### src/rtl/mux_sched_pkg.sv
// Shared types and default sizing for the round-robin mux select scheduler.
package mux_sched_pkg;

    typedef enum logic [1:0] {
        IDLE  = 2'd0,
        GRANT = 2'd1,
        GAP   = 2'd2
    } sched_state_t;

    localparam int unsigned N_SRC        = 10;
    localparam int unsigned SEL_W        = 4;
    localparam int unsigned MAX_HOLD_DEF = 16;

endpackage

### src/rtl/mux_rr_scheduler_if.sv
// Requester/consumer side of the scheduler: request vector, ack and the mux select/grant outputs.
interface mux_rr_scheduler_if #(
    parameter int unsigned N     = mux_sched_pkg::N_SRC,
    parameter int unsigned SEL_W = mux_sched_pkg::SEL_W
);
    logic [N-1:0]     req;
    logic             ack;
    logic [SEL_W-1:0] ss;
    logic [N-1:0]     gnt;
    logic             valid;
    logic             timeout;

    modport master (output req, ack, input ss, gnt, valid, timeout);
    modport slave  (input req, ack, output ss, gnt, valid, timeout);
endinterface

### src/rtl/rr_pick.sv
// Rotating-priority search: first asserted req at or after ptr, wrapping modulo N.
module rr_pick #(
    parameter int unsigned N     = mux_sched_pkg::N_SRC,
    parameter int unsigned SEL_W = mux_sched_pkg::SEL_W
) (
    input  logic [N-1:0]     req,
    input  logic [SEL_W-1:0] ptr,
    output logic             any,
    output logic [SEL_W-1:0] win
);
    int unsigned idx;

    always_comb begin
        any = 1'b0;
        win = '0;
        idx = 0;
        for (int i = 0; i < int'(N); i++) begin
            idx = (32'(ptr) + 32'(i)) % N;
            if (!any && req[idx]) begin
                any = 1'b1;
                win = SEL_W'(idx);
            end
        end
    end
endmodule

### src/rtl/mux_rr_scheduler.sv
// Round-robin owner of a shared N:1 mux: registers the winner onto ss/gnt until ack or withdrawal.
// Optional grant timer enabled with `define ARB_TIMEOUT_EN (limit MAX_HOLD cycles).
module mux_rr_scheduler #(
    parameter int unsigned N        = mux_sched_pkg::N_SRC,
    parameter int unsigned SEL_W    = mux_sched_pkg::SEL_W,
    parameter int unsigned MAX_HOLD = mux_sched_pkg::MAX_HOLD_DEF
) (
    input  logic               clk,
    input  logic               rst,
    mux_rr_scheduler_if.slave  bus
);
    import mux_sched_pkg::*;

    if (N < 2 || N > 16 || SEL_W < $clog2(N) || MAX_HOLD < 1) begin : g_bad_cfg
        $error("mux_rr_scheduler: unsupported parameter combination");
    end

    sched_state_t     state;
    logic [SEL_W-1:0] ptr;
    logic [SEL_W-1:0] ss_q;
    logic [N-1:0]     gnt_q;
    logic             valid_q;
    logic             pick_any;
    logic [SEL_W-1:0] pick_win;
    logic             owner_req_c;
    logic             release_c;

    rr_pick #(.N(N), .SEL_W(SEL_W)) u_pick (
        .req (bus.req),
        .ptr (ptr),
        .any (pick_any),
        .win (pick_win)
    );

    // gnt_q is one-hot on the owner, so this is req[owner] without a variable index
    assign owner_req_c = |(bus.req & gnt_q);

`ifdef ARB_TIMEOUT_EN
    localparam int unsigned CNT_W = $clog2(MAX_HOLD + 1);

    logic [CNT_W-1:0] hold_cnt;
    logic             timeout_q;
    logic             expire_c;

    assign expire_c  = (hold_cnt == CNT_W'(MAX_HOLD));
    assign release_c = bus.ack || !owner_req_c || expire_c;
`else
    assign release_c = bus.ack || !owner_req_c;
`endif

    always_ff @(posedge clk) begin
        if (rst) begin
            state   <= IDLE;
            ptr     <= '0;
            ss_q    <= '0;
            gnt_q   <= '0;
            valid_q <= 1'b0;
`ifdef ARB_TIMEOUT_EN
            hold_cnt  <= '0;
            timeout_q <= 1'b0;
`endif
        end else begin
`ifdef ARB_TIMEOUT_EN
            timeout_q <= 1'b0;
`endif
            case (state)
                IDLE: begin
                    if (pick_any) begin
                        state   <= GRANT;
                        ss_q    <= pick_win;
                        gnt_q   <= N'(1) << pick_win;
                        valid_q <= 1'b1;
`ifdef ARB_TIMEOUT_EN
                        hold_cnt <= CNT_W'(1);
`endif
                    end
                end
                GRANT: begin
                    if (release_c) begin
                        state   <= GAP;
                        ss_q    <= '0;
                        gnt_q   <= '0;
                        valid_q <= 1'b0;
                        ptr     <= (ss_q == SEL_W'(N - 1)) ? '0 : ss_q + SEL_W'(1);
`ifdef ARB_TIMEOUT_EN
                        hold_cnt  <= '0;
                        // ack in the expiry cycle is an ordinary release
                        timeout_q <= expire_c && !bus.ack;
`endif
                    end
`ifdef ARB_TIMEOUT_EN
                    else begin
                        hold_cnt <= hold_cnt + CNT_W'(1);
                    end
`endif
                end
                GAP: begin
                    state <= IDLE;
                end
                default: begin
                    state <= IDLE;
                end
            endcase
        end
    end

    assign bus.ss    = ss_q;
    assign bus.gnt   = gnt_q;
    assign bus.valid = valid_q;
`ifdef ARB_TIMEOUT_EN
    assign bus.timeout = timeout_q;
`else
    assign bus.timeout = 1'b0;
`endif

endmodule

### src/flat_wrapper.sv
// flat-port wrapper written by rule: the top's interface ports become plain ports
module mux_rr_scheduler_flat import mux_sched_pkg::*;
#(
    parameter int unsigned N        = mux_sched_pkg::N_SRC,
    parameter int unsigned SEL_W    = mux_sched_pkg::SEL_W,
    parameter int unsigned MAX_HOLD = mux_sched_pkg::MAX_HOLD_DEF
)
  (clk, rst, bus_req, bus_ack, bus_ss, bus_gnt, bus_valid, bus_timeout);
  mux_rr_scheduler_if #(.N(N), .SEL_W(SEL_W)) bus_i ();
  input  logic clk;
  input  logic rst;
  input wire logic [$bits(bus_i.req)-1:0] bus_req;
  input wire logic [$bits(bus_i.ack)-1:0] bus_ack;
  output wire logic [$bits(bus_i.ss)-1:0] bus_ss;
  output wire logic [$bits(bus_i.gnt)-1:0] bus_gnt;
  output wire logic [$bits(bus_i.valid)-1:0] bus_valid;
  output wire logic [$bits(bus_i.timeout)-1:0] bus_timeout;
  assign bus_i.req = bus_req;
  assign bus_i.ack = bus_ack;
  assign bus_ss = bus_i.ss;
  assign bus_gnt = bus_i.gnt;
  assign bus_valid = bus_i.valid;
  assign bus_timeout = bus_i.timeout;
  mux_rr_scheduler #(.N(N), .SEL_W(SEL_W), .MAX_HOLD(MAX_HOLD)) u_core (.clk(clk), .rst(rst), .bus(bus_i));
endmodule
### config.mk
export PLATFORM = sky130hd
export DESIGN_NAME = mux_rr_scheduler_flat
export DESIGN_NICKNAME = d
export VERILOG_FILES = /design/src/rtl/mux_sched_pkg.sv /design/src/rtl/mux_rr_scheduler_if.sv /design/src/rtl/rr_pick.sv /design/src/rtl/mux_rr_scheduler.sv /design/src/flat_wrapper.sv
export SDC_FILE = /design/constraint.sdc
export NUM_CORES = 1
export LEC_CHECK = 0
export ABC_AREA = 1
export BUFFER_PORTS_ARGS = -buffer_cell sky130_fd_sc_hd__buf_4
export CAP_MARGIN = 20
export CORE_MARGIN = 1
export CORE_UTILIZATION = 45
export CTS_CLUSTER_SIZE = 16
export DETAILED_ROUTE_END_ITERATION = 16
export PLACE_DENSITY_LB_ADDON = 0.1
export SLEW_MARGIN = 20
export SYNTH_ARGS = -nofsm -noshare
export SYNTH_HDL_FRONTEND = slang
export SYNTH_HIERARCHICAL = 1
export SYNTH_SLANG_ARGS = --single-unit
### constraint.sdc
create_clock -name clk -period 11.6 [get_ports clk]
set_input_delay 1.74 -clock clk [delete_from_list [all_inputs] [get_ports clk]]
set_output_delay 1.74 -clock clk [all_outputs]
set_load 0.02 [all_outputs]
==> impl_summary.md, run 1 <==
Run status
The run finished with clean final reports.

Hold path
The hold-critical path depth is 2. The path with the worst hold slack has its endpoint at u_core/bus.valid$_SDFFE_PP0P_. The startpoint identified for the worst hold timing path is u_core/bus.valid$_SDFFE_PP0P_. In this run the worst hold path is classified as reg2reg.

Timing
Setup violations remaining at the end of the flow were counted as 0. The setup TNS is 0 ns. The final clock skew is 0.00695 ns.

The total count of hold-check failures in the final report is 0. Setup repair after global routing left no endpoint under its margin. The worst path uses 44.0% of the clock period. The max-slew violation total from the final report is 0. The actual transition at the worst max-transition pin is 0.882 ns. The final period demand of the worst path is 5.10 ns. Measured against its own limit, the worst slew margin works out to 40.6%. Across all hold checks on the routed design, the worst slack comes to 0.474 ns. The achievable frequency is 196 MHz.

Critical path
The arrival time of the worst setup path is 5.31 ns. The number of buffer and inverter stages on the critical path is 5. STA classifies the critical path endpoint as a register. The worst setup path startpoint is u_core/ptr[1]$_SDFFE_PP0P_.

The setup slack on the worst flop-to-flop path is 6.50 ns. The critical path's slowest cell is sky130_fd_sc_hd__dfxtp_1. The destination of the worst register-to-register timing path is u_core/bus.gnt[7]$_SDFFE_PP0P_. The required arrival time at the worst endpoint is 11.81 ns.

The classification of the worst setup path is reg2reg. The delay of the slowest cell on the worst path is 0.78 ns. Walking the worst path, the cells encountered are inv_1 > ha_1 > xnor2_2 > o21ai_2 > inv_2 > nor2_1 > inv_1 > ha_1 > o31ai_1 > nand2_1 > o21ai_0 > inv_1 > nand4_1 > nand2_1 > nor2_4 > nand4_1 > nand3_1 > inv_1 > nor3_1 > nand2_1 > nand4_1 > nand2_1 > nor2_1. The peak fanout along the critical path is 17.

The family of cells with the greatest summed delay on the critical path is simple AND/OR/NAND/NOR gates. Counting cells, the worst reg-to-reg path comes to 23. The startpoint of the worst register-to-register path is u_core/ptr[1]$_SDFFE_PP0P_. The launching element type of the critical path is a register.

Route
The detailed-route wire length is 11,800 um. The post-route DRC violation count is 0. In the routed layout, each cell is associated on average with a via count of 5.46. The final antenna-violating net count is 0. The number of search-and-repair iterations in the first detailed-routing pass is 5. The per-cell routed wire length is 13.9 um. The first routing iteration left 351 violations. The total via count after detailed routing is 4,639.

Floorplanning
The initial utilization of the core area, before any placement, comes to 47.1%. Pin placement for this block handled 29 I/O pins. The die is 98.0 um tall. The region available for standard cell placement spans 0.00881 mm^2. The floorplan step defined a die boundary enclosing 0.00961 mm^2.

The die width is 98.0 um. In this run the core area contains 34 standard-cell rows.

Placement
The routability-driven placement congestion ratio is 0.893. The total cell area at the placement stage is 0.00440 mm^2. The total of buffers placed on input and output ports is 27.

Once detailed placement completed, the half-perimeter wirelength came to 9600 um.

Logic synthesis
The cell area that synthesis handed to floorplanning was 0.00415 mm^2. In this run the mean area of a mapped cell was 5.73 um^2. Synthesis instantiated 48 different standard cells from the library. The Yosys warning count is 6. The total nets after synthesis is 770. Synthesis produced 724 cells.

The number of flip-flops and latches in the synthesized netlist is 21. Summing the sequential cell areas from Yosys gives 10.1% of the chip area.

Layout
In the final design database the tool counted 788 nets. Once layout is complete, the utilization of the core stands at 50.5%. The finished cells cover 0.00445 mm^2. The antenna diode instance count is 0. Of the cells placed in the final design, the portion with a size suffix greater than 1 is 16.3%. The area growth from synthesis to layout is 7.15%.

Clocking
The total number of H-tree levels is 1. TritonCTS built the clock tree. Clock-pin slew was measured on the worst setup and hold paths at 0.09 ns.

The number of buffers inserted during clock tree synthesis is 3. The hold buffer count at CTS is 0. The clock drives 21 sinks. In this run the clock root is driven by a sky130_fd_sc_hd__clkbuf_8. The number of buffers on the longest clock path is 2.

The number of gates resized after CTS is 0. Once the clock tree was built, the setup fixing pass inserted 0 buffers. At the later pin of the worst-skew pair, clock insertion delay measures 0.27 ns.

GRT
The number of antenna violations at the first check in global routing came to 0. The total global-route track usage is 24.8%. Entering global routing, the biggest net connects 25 pins. The number of global-route vias before repair is 4,090.

The total overflow left after global routing is 0. The global-route wire length before repair is 19,600 um.

Power
The peak supply drop is 0.111 mV. The total power of the final layout is 1.31 mW. The total power density per cell area is 295 mW/mm^2. The leakage component of the power is 2.38 nW.

Job
Max-cap violations in this run came to 0.
synth_stat cells (all sizes together):
cell type / number / share of area (%)
o22ai: 1 / 0.15
xor2: 15 / 3.7
o31ai: 3 / 0.87
conb: 1 / 0.090
nand3: 87 / 11
inv: 124 / 11
nor2: 73 / 7.7
buf: 11 / 2.0
nor3: 11 / 1.4
o211ai: 5 / 1.0
o21ai: 39 / 5.3
nand3b: 6 / 1.2
a21oi: 23 / 3.8
o21a: 1 / 0.18
nand2: 226 / 22
and2: 1 / 0.15
xnor2: 5 / 1.4
or2: 3 / 0.45
mux2i: 1 / 0.33
dfxtp: 21 / 10
clkbuf: 4 / 0.36
ha: 33 / 10
nor3b: 1 / 0.18
nand4: 29 / 4.9
routing by layer:
metal  vias to the layer above  wire length (um)  GRT usage [%]
met4                         0                90           4.66
li1                       2352                 -              -
met3                         8               806           3.36
met1                      2126              5580           35.2
met5                         -                 0              0
met2                       153              5290           40.1
worst reg2reg max path, delay by kind of cell (launching register included):
kind,cells,cell delay (ns)
compound gates,3,0.88
xor+xnor,1,0.19
fa+ha+maj,2,0.65
buf+inv,5,0.76
flops,1,0.78
simple gates,12,1.78
metrics by stage:
step | setup WS [ns] | cells
floorplan | 7.70 | 724
global placement | 6.71 | 845
detailed placement | 6.55 | 845
CTS | 6.53 | 849
global route | 6.00 | 849
finish | 6.50 | 849
power breakdown:
group / switching [mW] / internal (mW) / total (mW)
Clock: 0.0281 / 0.0243 / 0.0524
Sequential: 0.0309 / 0.0938 / 0.125
Combinational: 0.786 / 0.346 / 1.13
Total: 0.845 / 0.464 / 1.31
registers in the layout, summed over array words and instances, names as in the netlist:
register,count
u_core/bus.gnt,10
u_core/bus.ss,4
u_core/bus.valid,1
u_core/ptr,4
u_core/state,2
placed cells by master, fill, tap and decap left out, types with 3 or more instances in the layout:
cell | netlist | final
sky130_fd_sc_hd__nand2_1 | 200 | 200
sky130_fd_sc_hd__inv_1 | 105 | 105
sky130_fd_sc_hd__nand3_1 | 83 | 83
sky130_fd_sc_hd__nor2_1 | 61 | 61
sky130_fd_sc_hd__ha_1 | 33 | 33
sky130_fd_sc_hd__buf_4 | 4 | 28
sky130_fd_sc_hd__nand4_1 | 27 | 27
sky130_fd_sc_hd__nand2_2 | 26 | 26
sky130_fd_sc_hd__o21ai_0 | 23 | 23
sky130_fd_sc_hd__dfxtp_1 | 21 | 21
sky130_fd_sc_hd__inv_2 | 17 | 17
sky130_fd_sc_hd__a21oi_1 | 14 | 14
sky130_fd_sc_hd__xor2_1 | 12 | 12
sky130_fd_sc_hd__o21ai_1 | 11 | 11
sky130_fd_sc_hd__nor3_1 | 10 | 10
sky130_fd_sc_hd__nor2_2 | 9 | 9
sky130_fd_sc_hd__a21oi_2 | 8 | 8
sky130_fd_sc_hd__nand3b_1 | 5 | 5
sky130_fd_sc_hd__o21ai_2 | 4 | 4
sky130_fd_sc_hd__o211ai_1 | 4 | 4
sky130_fd_sc_hd__clkbuf_8 | 0 | 3
sky130_fd_sc_hd__nor2_4 | 3 | 3
sky130_fd_sc_hd__xnor2_1 | 3 | 3
sky130_fd_sc_hd__xor2_2 | 3 | 3
worst max path at each step:
stage / end / slack, ns / cells after the start
after global placement: u_core/bus.gnt[5]$_SDFFE_PP0P_ / 6.71 / 24
final: u_core/bus.gnt[7]$_SDFFE_PP0P_ / 6.50 / 23
after global routing: u_core/bus.gnt[7]$_SDFFE_PP0P_ / 6.00 / 25
after detailed placement: u_core/bus.gnt[7]$_SDFFE_PP0P_ / 6.55 / 23
after CTS: u_core/bus.gnt[7]$_SDFFE_PP0P_ / 6.53 / 23
after floorplan: u_core/bus.gnt[4]$_SDFFE_PP0P_ / 7.70 / 28
cell type report:
| cell class | count | area (um^2) |
|---|---|---|
| tap | 108 | 135 |
| clock buffer | 3 | 41.3 |
| multi-input combinational | 564 | 3160 |
| fill | 914 | 4360 |
| clock inverter | 1 | 7.51 |
| sequential | 21 | 420 |
| timing repair buffer | 28 | 210 |
| inverter | 124 | 470 |
kinds of logic after synthesis:
kind of cell,share of synthesized area (%)
buffers and inverters,13.7
muxes,0.332
AOI/OAI and AO/OA,11.3
DFF,10.1
other,0.0904
and+or+nand+nor,49.3
xor gates and xnor gates,5.13
adders and majority gates,9.95
No activity file was read; power rests on OpenSTA's default activity.
==> run 2: changes to the inputs <==
Clock period 11.6 ns to 4.4 ns, I/O delays scaled along.
==> run 2 against run 1 <==
Against the previous run:
- count of clock-buffer cells in the layout is the same
- core utilization grew 2.9 points
- clock skew shrank 0.0039 ns
- final cell count grew 1.9%
- via count shrank 0.37%
- wire length grew 2.4%
- non-clock buffer count grew 15
==> impl_summary.md, run 2 (synthesis gave the netlist of run 1 again) <==
Run status
The run finished with clean final reports.

Job
Max-cap violations in this run came to 0.

Critical path
For the worst setup path, the data required time is 4.61 ns. For the worst flop-to-flop path, the logic depth is 27. STA classifies the critical path startpoint as a register.

The worst setup path is captured at a register. The setup check on the worst reg-to-reg path leaves a slack of 0.27 ns. The worst register-to-register path ends at u_core/bus.gnt[7]$_SDFFE_PP0P_. The startpoint of the worst register-to-register path is u_core/ptr[2]$_SDFFE_PP0P_. The classification of the worst setup path is reg2reg. Data arrives at the worst endpoint at 4.35 ns. The peak fanout along the critical path is 10.

Floorplanning
The initial cell density of the core is 47.1%. The floorplan step set the die height to 98.0 um. The core box area is 0.00881 mm^2. 29 I/O pins were placed. The die is 98.0 um wide. The full die area is 0.00961 mm^2. The site row count is 34.

Timing
The total count of hold-check failures in the final report was 0. The post-route worst hold slack is 0.490 ns. Between clock sinks in the finished design, the worst skew comes to 0.00304 ns. The max-slew violation total from the final report is 0.

The worst path uses 94.0% of the clock period. Measured against its own limit, the worst slew margin works out to 42.0%. The actual transition at the worst max-transition pin is 0.861 ns. The final-report setup violation count is 0. Setup repair after global routing could not meet its margin everywhere. The worst path in the final design needs a cycle of 4.13 ns, including I/O delays and setup. Setup total negative slack on the finished layout was measured at 0 ns.

The achievable frequency is 242 MHz.

Placement
The congestion estimate from routability-driven global placement came to 0.956. Buffers placed on the I/O ports in this run total 27. The post-placement cell count is 857. The total cell area at the placement stage is 0.00449 mm^2. Detailed placement ended at an HPWL of 9810 um.

Clocking
Counting the buffers created by CTS gives 3. The number of buffers on the longest clock path is 2. The cell at the root of the clock tree is sky130_fd_sc_hd__clkbuf_8.

The clock net in this run drives a total of 21 sinks. The latest clock arrival within the worst-skew pair is 0.27 ns. The total number of H-tree levels is 1.

After clock tree synthesis, the clock-pin slew on the worst setup and hold paths is 0.09 ns. TritonCTS built the clock tree.

Layout
The share of layout cells above drive strength 1 is 20.9%. The count of fill cells added during filler insertion is 952. Leaving out fill and tap cells, the most frequent cell in the layout is sky130_fd_sc_hd__nand2_1. The register with the most flip-flops in the layout has 10 of them.

Relative to the synthesized area, the layout overhead comes to 13.2%. The finished cells cover 0.00470 mm^2. The final net count is 804. The library cells used most frequently in the layout, excluding fill and tap cells, are 200 x sky130_fd_sc_hd__nand2_1, 104 x sky130_fd_sc_hd__inv_1, 79 x sky130_fd_sc_hd__nand3_1, 58 x sky130_fd_sc_hd__nor2_1, 41 x sky130_fd_sc_hd__buf_4. The core utilization of the finished layout is 53.4%. The repair_antennas step left the layout with diodes totalling 0. The number of non-filler instances in the completed layout is 865.

GRT
The total global-route track usage is 24.9%. The number of global-route vias before repair came to 4,124. The leftover overflow at the end of global routing is 0. Entering global routing, the biggest net connects 25 pins. The number of antenna violations at the first check in global routing is 0. The global-route wire length before repair is 19,600 um.

Power
Net switching is 63.0% of the power. For this design the total switching power over the nets is 2.35 mW. In this run, the combinational gates consume 87.9% of the power. Internal power comes to 1.38 mW. The peak supply drop is 0.348 mV. The total power density per cell area is 795 mW/mm^2. In this run, flip-flops and latches consume 8.4% of the power. The leakage component of the power is 2.48 nW. The relative contribution of the clock network to total power is 3.7%.

Route
Using the TritonRoute via totals, the vias-per-cell ratio works out to 5.34. The total via count after detailed routing is 4,622. Before antenna repair, the detailed router went through 5 iterations. After detailed routing, the average wire length per cell comes to 13.9 um.

The detail route stage leaves a number of antenna-violating nets equal to 0. The final layout contains routed wiring with a total length of 12,100 um. For this run, design rule violations remaining after detail routing come to 0. The number of design-rule violations left by the first detailed-router iteration is 298.

Hold path
In this run the worst hold path is classified as reg2reg. The startpoint identified for the worst hold timing path is u_core/bus.valid$_SDFFE_PP0P_. The worst hold path was traced through 2 stages. The sink of the worst hold path is u_core/bus.valid$_SDFFE_PP0P_.
run 2: cell count changes in the layout (fill, tap and decap cells not counted), moves of 2 or more:
| cell | change |
|---|---|
| sky130_fd_sc_hd__nor3_1 | -4 |
| sky130_fd_sc_hd__nor2_2 | +3 |
| sky130_fd_sc_hd__nand3_2 | +4 |
| sky130_fd_sc_hd__ha_1 | -6 |
| sky130_fd_sc_hd__ha_4 | +4 |
| sky130_fd_sc_hd__nand3_1 | -4 |
| sky130_fd_sc_hd__buf_6 | +2 |
| sky130_fd_sc_hd__nor3_2 | +4 |
| sky130_fd_sc_hd__ha_2 | +2 |
| sky130_fd_sc_hd__buf_4 | +13 |
| sky130_fd_sc_hd__dfxtp_4 | +2 |
| sky130_fd_sc_hd__dfxtp_1 | -2 |
| sky130_fd_sc_hd__nor2_1 | -3 |
run 2: final cells by class:
class	count	area (um^2)	share of cell area (%)
Multi-Input combinational cell	565	3290	69.9
Inverter	124	470	10.0
Sequential cell	21	428	9.11
Timing Repair Buffer	43	330	7.03
Tap cell	108	135	2.88
Clock buffer	3	41.3	0.879
Clock inverter	1	7.51	0.160
run 2: power groups by stage:
stage	Sequential, mW	Combinational (mW)	Clock, mW
3_3_place_gp	0.311	2.94	0
4_1_cts	0.308	3.02	0.145
6_report	0.313	3.28	0.138
2_1_floorplan	0.349	2.25	0
5_1_grt	0.323	3.63	0.152
3_5_place_dp	0.312	3.00	0
run 2: through the flow:
step	power [mW]	worst slack (ns)
after CTS	3.47	0.00918
final	3.74	0.265
after global routing	4.11	-0.0440
after detailed placement	3.31	0.0672
after global placement	3.25	0.202
after floorplan	2.60	0.502
run 2: per-layer routing:
layer,vias to the layer above,global-route usage (%),wire (um)
met2,107,42.2,5600
met1,2130,35.2,5880
met3,10,1.50,438
met4,0,3.85,130
met5,-,0,0
li1,2375,-,-
run 2: how the worst max path moves through the flow:
stage | from | to | slack [ns] | cells past startpoint
6_report | u_core/ptr[2]$_SDFFE_PP0P_ | u_core/bus.gnt[7]$_SDFFE_PP0P_ | 0.27 | 27
5_1_grt | u_core/ptr[2]$_SDFFE_PP0P_ | u_core/bus.gnt[7]$_SDFFE_PP0P_ | -0.04 | 29
4_1_cts | u_core/ptr[2]$_SDFFE_PP0P_ | u_core/bus.gnt[7]$_SDFFE_PP0P_ | 0.009 | 28
3_5_place_dp | u_core/ptr[2]$_SDFFE_PP0P_ | u_core/bus.gnt[7]$_SDFFE_PP0P_ | 0.07 | 28
3_3_place_gp | u_core/ptr[2]$_SDFFE_PP0P_ | u_core/bus.gnt[5]$_SDFFE_PP0P_ | 0.20 | 25
2_1_floorplan | u_core/ptr[1]$_SDFFE_PP0P_ | u_core/bus.gnt[4]$_SDFFE_PP0P_ | 0.50 | 28
run 2: worst max-delay path: stages, from the launching register on:
cell and delay (ns):
sky130_fd_sc_hd__dfxtp_4 0.40, sky130_fd_sc_hd__inv_4 0.04, sky130_fd_sc_hd__buf_4 0.18, sky130_fd_sc_hd__ha_1 0.35, sky130_fd_sc_hd__inv_1 0.07, sky130_fd_sc_hd__nand3_1 0.11
sky130_fd_sc_hd__nand2_1 0.08, sky130_fd_sc_hd__nand2_1 0.06, sky130_fd_sc_hd__xor2_1 0.23, sky130_fd_sc_hd__ha_1 0.27, sky130_fd_sc_hd__or2_1 0.22, sky130_fd_sc_hd__o21ai_0 0.13
sky130_fd_sc_hd__inv_1 0.10, sky130_fd_sc_hd__o211ai_1 0.09, sky130_fd_sc_hd__nand2_1 0.07, sky130_fd_sc_hd__a21oi_1 0.27, sky130_fd_sc_hd__inv_1 0.13, sky130_fd_sc_hd__nand2_2 0.11
sky130_fd_sc_hd__nor2_2 0.06, sky130_fd_sc_hd__nand2_1 0.06, sky130_fd_sc_hd__nand3_1 0.07, sky130_fd_sc_hd__nor2_1 0.16, sky130_fd_sc_hd__nand3_2 0.15, sky130_fd_sc_hd__nor3_2 0.27
sky130_fd_sc_hd__nand2_1 0.08, sky130_fd_sc_hd__nand4_1 0.09, sky130_fd_sc_hd__nand2_1 0.10, sky130_fd_sc_hd__nor2_1 0.10
run 2: what timing repair did:
item / 4_1_cts / 5_1_grt
hold buffers: 0 / 0
gates resized for setup: 0 / 31
endpoints found under the setup margin: 0 / 14
buffers inserted: 0 / 3
